### src/rtl/rvx_board_conditioner.sv
// Board-side conditioning for RVX tops: clock-enable divider, N-channel debouncers and SoC reset sequencing.
// Define RVX_DEBOUNCE_EDGE_EN to build the registered rising_edge/falling_edge pulses; otherwise they are tied low.
module rvx_board_conditioner #(
   parameter int CLOCK_DIVIDER     = 2,
   parameter int NUM_INPUTS        = 1,
   parameter int DEBOUNCE_CYCLES   = 500000,
   parameter int RESET_HOLD_CYCLES = 16,
   parameter int RESET_INPUT_INDEX = 0
) (
   input  logic                  clock,
   input  logic                  reset,
   input  logic [NUM_INPUTS-1:0] raw_inputs,
   output logic                  clock_enable,
   output logic [NUM_INPUTS-1:0] debounced,
   output logic [NUM_INPUTS-1:0] rising_edge,
   output logic [NUM_INPUTS-1:0] falling_edge,
   output logic                  reset_n_out
);

   localparam int CNT_W  = $clog2(DEBOUNCE_CYCLES + 1);
   localparam int DIV_W  = (CLOCK_DIVIDER > 1) ? $clog2(CLOCK_DIVIDER) : 1;
   localparam int HOLD_W = $clog2(RESET_HOLD_CYCLES + 1);

   localparam logic [1:0] ST_ASSERT = 2'd0;
   localparam logic [1:0] ST_HOLD   = 2'd1;
   localparam logic [1:0] ST_RUN    = 2'd2;

   logic [NUM_INPUTS-1:0] meta;
   logic [NUM_INPUTS-1:0] sync;
   logic [CNT_W-1:0]      deb_count [NUM_INPUTS];
   logic [NUM_INPUTS-1:0] flip;
   logic [DIV_W-1:0]      div_count;
   logic                  div_wrap;
   logic [1:0]            state;
   logic [HOLD_W-1:0]     hold_count;
   logic                  button;
   logic                  button_prev;

   always_ff @(posedge clock) begin
      if (reset) begin
         meta <= '0;
         sync <= '0;
      end else begin
         meta <= raw_inputs;
         sync <= meta;
      end
   end

   // A channel flips only after DEBOUNCE_CYCLES consecutive disagreeing cycles.
   always_comb begin
      flip = '0;
      for (int i = 0; i < NUM_INPUTS; i++) begin
         flip[i] = (sync[i] != debounced[i]) && (deb_count[i] == CNT_W'(DEBOUNCE_CYCLES - 1));
      end
   end

   always_ff @(posedge clock) begin
      if (reset) begin
         for (int i = 0; i < NUM_INPUTS; i++) begin
            deb_count[i] <= '0;
         end
         debounced <= '0;
      end else begin
         for (int i = 0; i < NUM_INPUTS; i++) begin
            if ((sync[i] == debounced[i]) || flip[i]) begin
               deb_count[i] <= '0;
            end else begin
               deb_count[i] <= deb_count[i] + CNT_W'(1);
            end
         end
         debounced <= debounced ^ flip;
      end
   end

`ifdef RVX_DEBOUNCE_EDGE_EN
   always_ff @(posedge clock) begin
      if (reset) begin
         rising_edge  <= '0;
         falling_edge <= '0;
      end else begin
         rising_edge  <= flip & ~debounced;
         falling_edge <= flip & debounced;
      end
   end
`else
   assign rising_edge  = '0;
   assign falling_edge = '0;
`endif

   assign div_wrap = (div_count == DIV_W'(CLOCK_DIVIDER - 1));

   always_ff @(posedge clock) begin
      if (reset) begin
         div_count    <= '0;
         clock_enable <= 1'b0;
      end else begin
         clock_enable <= div_wrap;
         div_count    <= div_wrap ? '0 : div_count + DIV_W'(1);
      end
   end

   assign button = debounced[RESET_INPUT_INDEX];

   // Holding the reset button keeps the hold counter pinned at zero, stretching the reset.
   always_ff @(posedge clock) begin
      if (reset) begin
         state       <= ST_ASSERT;
         hold_count  <= '0;
         button_prev <= 1'b0;
         reset_n_out <= 1'b0;
      end else begin
         button_prev <= button;
         case (state)
            ST_ASSERT: begin
               state       <= ST_HOLD;
               hold_count  <= '0;
               reset_n_out <= 1'b0;
            end
            ST_HOLD: begin
               if (button) begin
                  hold_count <= '0;
               end else if (clock_enable) begin
                  if (hold_count == HOLD_W'(RESET_HOLD_CYCLES - 1)) begin
                     state       <= ST_RUN;
                     hold_count  <= HOLD_W'(RESET_HOLD_CYCLES);
                     reset_n_out <= 1'b1;
                  end else begin
                     hold_count <= hold_count + HOLD_W'(1);
                  end
               end
            end
            ST_RUN: begin
               if (button && !button_prev) begin
                  state       <= ST_HOLD;
                  hold_count  <= '0;
                  reset_n_out <= 1'b0;
               end
            end
            default: begin
               state       <= ST_ASSERT;
               hold_count  <= '0;
               reset_n_out <= 1'b0;
            end
         endcase
      end
   end

endmodule

### config.mk
export PLATFORM = sky130hd
export DESIGN_NAME = rvx_board_conditioner
export DESIGN_NICKNAME = d
export VERILOG_FILES = /design/src/rtl/rvx_board_conditioner.sv
export SDC_FILE = /design/constraint.sdc
export NUM_CORES = 1
export LEC_CHECK = 0
export ABC_AREA = 1
export CAP_MARGIN = 15
export CORE_MARGIN = 4
export CORE_UTILIZATION = 45
export DETAILED_ROUTE_END_ITERATION = 16
export GPL_TIMING_DRIVEN = 0
export PLACE_DENSITY_LB_ADDON = 0.25
export SLEW_MARGIN = 40
export SYNTH_ARGS = -nofsm -noshare
export SYNTH_HDL_FRONTEND = slang
export SYNTH_SLANG_ARGS = --single-unit
### constraint.sdc
create_clock -name clock -period 4.8 [get_ports clock]
set_input_delay 1.44 -clock clock [delete_from_list [all_inputs] [get_ports clock]]
set_output_delay 1.44 -clock clock [all_outputs]
set_load 0.02 [all_outputs]
==> run_results.csv <==
group,metric,value,unit
run_status,status,"complete, no violations",
critical_path,r2r_cells,9,
job,drv_cap,0,
critical_path,critPathSlowestCell,"clkdlybuf4s50_1",
yosys,synthTopCellsByCount,"nand2_1 (53), nor2_1 (48), inv_1 (25), edfxtp_1 (19), nand3_1 (15)",
sta,maxSlewViolCount,0,
power,p_seq_share,49.3,%
grt,grt_pass1_vias,1277,
die,fp-row-count,22,
cts,hold_buffers,0,
yosys,netlist-cell-type-count,26,
yosys,synthCells,227,
critical_path,cp_slowest_stage_delay,0.61,ns
die,dieArea,4920,um2
routing,ant_nets,0,
sta,fin_crit_sh,55.8,%
power,p_int,0.489,mW
critical_path,path_depth,1,
power,sw_frac_of_total,24.0,%
routing,num_vias,1413,
cts,cts_tree,"yes",
die,die_w,70.2,um
place,place_area,1910,um2
place,place_ws,2.23,ns
die,pin_count,8,
cts,htree_levels,2,
critical_path,crit_path_end_kind,"primary output",
critical_path,worstSetupPathType,"reg -> out",
critical_path,cp.arrival,1.24,ns
die,core_area,3690,um2
cts,ctsResizeCount,0,
finish,filler_cell_count,380,
yosys,synth_ff_type,"edfxtp_1",
yosys,synth_area,1740,um2
routing,vias_per_cell,4.62,
power,p_switching,0.154,mW
cts,cts.clk_slew.worst_paths,0.06,ns
power,clkPwrFrac,41.1,%
place,place_hpwl,2310,um
sta,hold_violations,0,
grt,grt_overflow_total,0,
critical_path,path_cells,"clkdlybuf4s50_1",
critical_path,crit_family,"buffers and inverters",
routing,routedWlPerCell,9.93,um
cts,cts_buffers,5,
power,powerDensity,317,nW/um2
yosys,ys_seq_area_share,47.8,%
finish,final_nets,263,
cts,numClockSinks,32,
power,p_leak,0.803,nW
critical_path,r2r_slack,3.00,ns
power,ir_drop,0.000211,V
sta,whs,0.402,ns
routing,wl,3040,um
cts,root_buffer,"clkbuf_8",
grt,grt_pass1_wl,5460,um
die,fp.dieH,70.2,um
finish,finish.utilization,55.1,%
finish,syn_to_final_growth,16.8,%
sta,setup_violations,0,
cts,clock_latency,0.28,ns
yosys,synth_area_per_cell,7.66,um2
sta,setup_ws,2.12,ns
power,combPwrFrac,9.6,%
worst_hold_path,hold_depth,2,
routing,drt-initial-drc-count,101,
yosys,synth_top_area_share,32.8,%
yosys,synth_most_common_cell,"nand2_1",
grt,grt_max_degree,11,
routing,drtPass1Iterations,4,
finish,antennaDiodeCount,0,
cts,post_cts_buffers,0,
sta,fmax,373,MHz
yosys,yosys-top-cells-area,"edfxtp_1 (33%), dfxtp_1 (15%), nand2_1 (11%)",
grt,antenna_found_initial,0,
yosys,yosys_warnings,0,
yosys,ys_ff_latch,32,
sta,fin_skew,0.00416,ns
sta,fin_tns_setup,0,ns
critical_path,cp-startpoint,"reset_n_out$_SDFFE_PP0P_",
critical_path,reg2reg_from,"deb_count[0][0]$_SDFFCE_PN0P_",
finish,layout-drive-gt1-share,8.14,%
die,initial_utilization,47.2,%
yosys,async_flop_share,0,%
worst_hold_path,hold_start,"meta$_SDFF_PP0_",
finish,final_area,2030,um2
sta,fin_crit,2.68,ns
yosys,synth-edff-count,19,
critical_path,worst_setup_path_start_kind,"flop",
place,portBuffers,4,
critical_path,critPathRequiredTime,3.36,ns
sta,rsz0062_at_grt,"false",
grt,grt_usage,13.8,%
place,gp_congestion,0.871,
critical_path,crit_buf_inv,1,
cts,clockBufferDepth,2,
critical_path,cp_max_fo,3,
routing,drc,0,
worst_hold_path,min_path_type,"reg -> reg",
yosys,yosys.area.top_type,"edfxtp_1",
-- worst paths after layout --
path	to
max	reset_n_out
min	sync$_SDFF_PP0_
max reg2reg	deb_count[0][16]$_SDFFCE_PN0P_
min reg2reg	sync$_SDFF_PP0_
-- area by class of cell --
cell class / count / area (um2) / share of cell area, %
multi-input cells: 183 / 843 / 41.5
flip-flops and latches: 32 / 831 / 40.9
clock buffers: 8 / 121 / 5.97
inverters: 26 / 97.6 / 4.80
well taps: 48 / 60.1 / 2.96
repair buffers: 4 / 40.0 / 1.97
plain buffers: 5 / 38.8 / 1.91
-- through the flow --
step	instances	total power [mW]
floorplan	246	0.369
global placement	298	0.384
detailed placement	298	0.384
CTS	306	0.649
global route	306	0.676
finish	306	0.644
-- metal layers --
metal  up-vias  part of all wire [%]  GRT usage (%)
met5         -                     0              0
met4         0                   1.7           5.11
met3         6                   3.5           3.88
met2        19                    43           20.4
met1       630                    52           19.0
li1        758                     -              -
-- cell families after synthesis --
logic type / share of synthesized area (%)
other: 0.432
and+or+nand+nor: 31.4
buffers and inverters: 7.84
AOI/OAI and AO/OA: 6.40
adders and majority gates: 2.16
DFF: 47.8
xor gates and xnor gates: 4.03
-- sequential cells by signal, summed over array words and instances, names as in the netlist, named ones only --
register,count
deb_count,19
hold_count,5
button_prev,1
clock_enable,1
div_count,1
meta,1
reset_n_out,1
state,1
sync,1
-- power by group through the flow --
| stage | Sequential (mW) | Clock (mW) | Combinational, mW |
|---|---|---|---|
| after floorplan | 0.323 | 0 | 0.0462 |
| final | 0.317 | 0.265 | 0.0618 |
| after global placement | 0.323 | 0 | 0.0606 |
| after CTS | 0.317 | 0.270 | 0.0613 |
| after global routing | 0.320 | 0.282 | 0.0737 |
| after detailed placement | 0.323 | 0 | 0.0611 |
-- cells in the final DEF (no fill, tap or decap), types with 2 or more instances in the layout --
cell and count:
a21oi_1 12, buf_4 3, clkbuf_8 7, clkdlybuf4s50_1 4
conb_1 21, dfxtp_1 13, edfxtp_1 19, ha_1 3
inv_1 25, nand2_1 53, nand3_1 15, nand4_1 2
nor2_1 48, nor2_2 2, nor3_1 4, o21ai_0 7
or2_0 2, xnor2_1 3, xor2_1 5
Note: power is estimated with default switching activity, not from simulation.
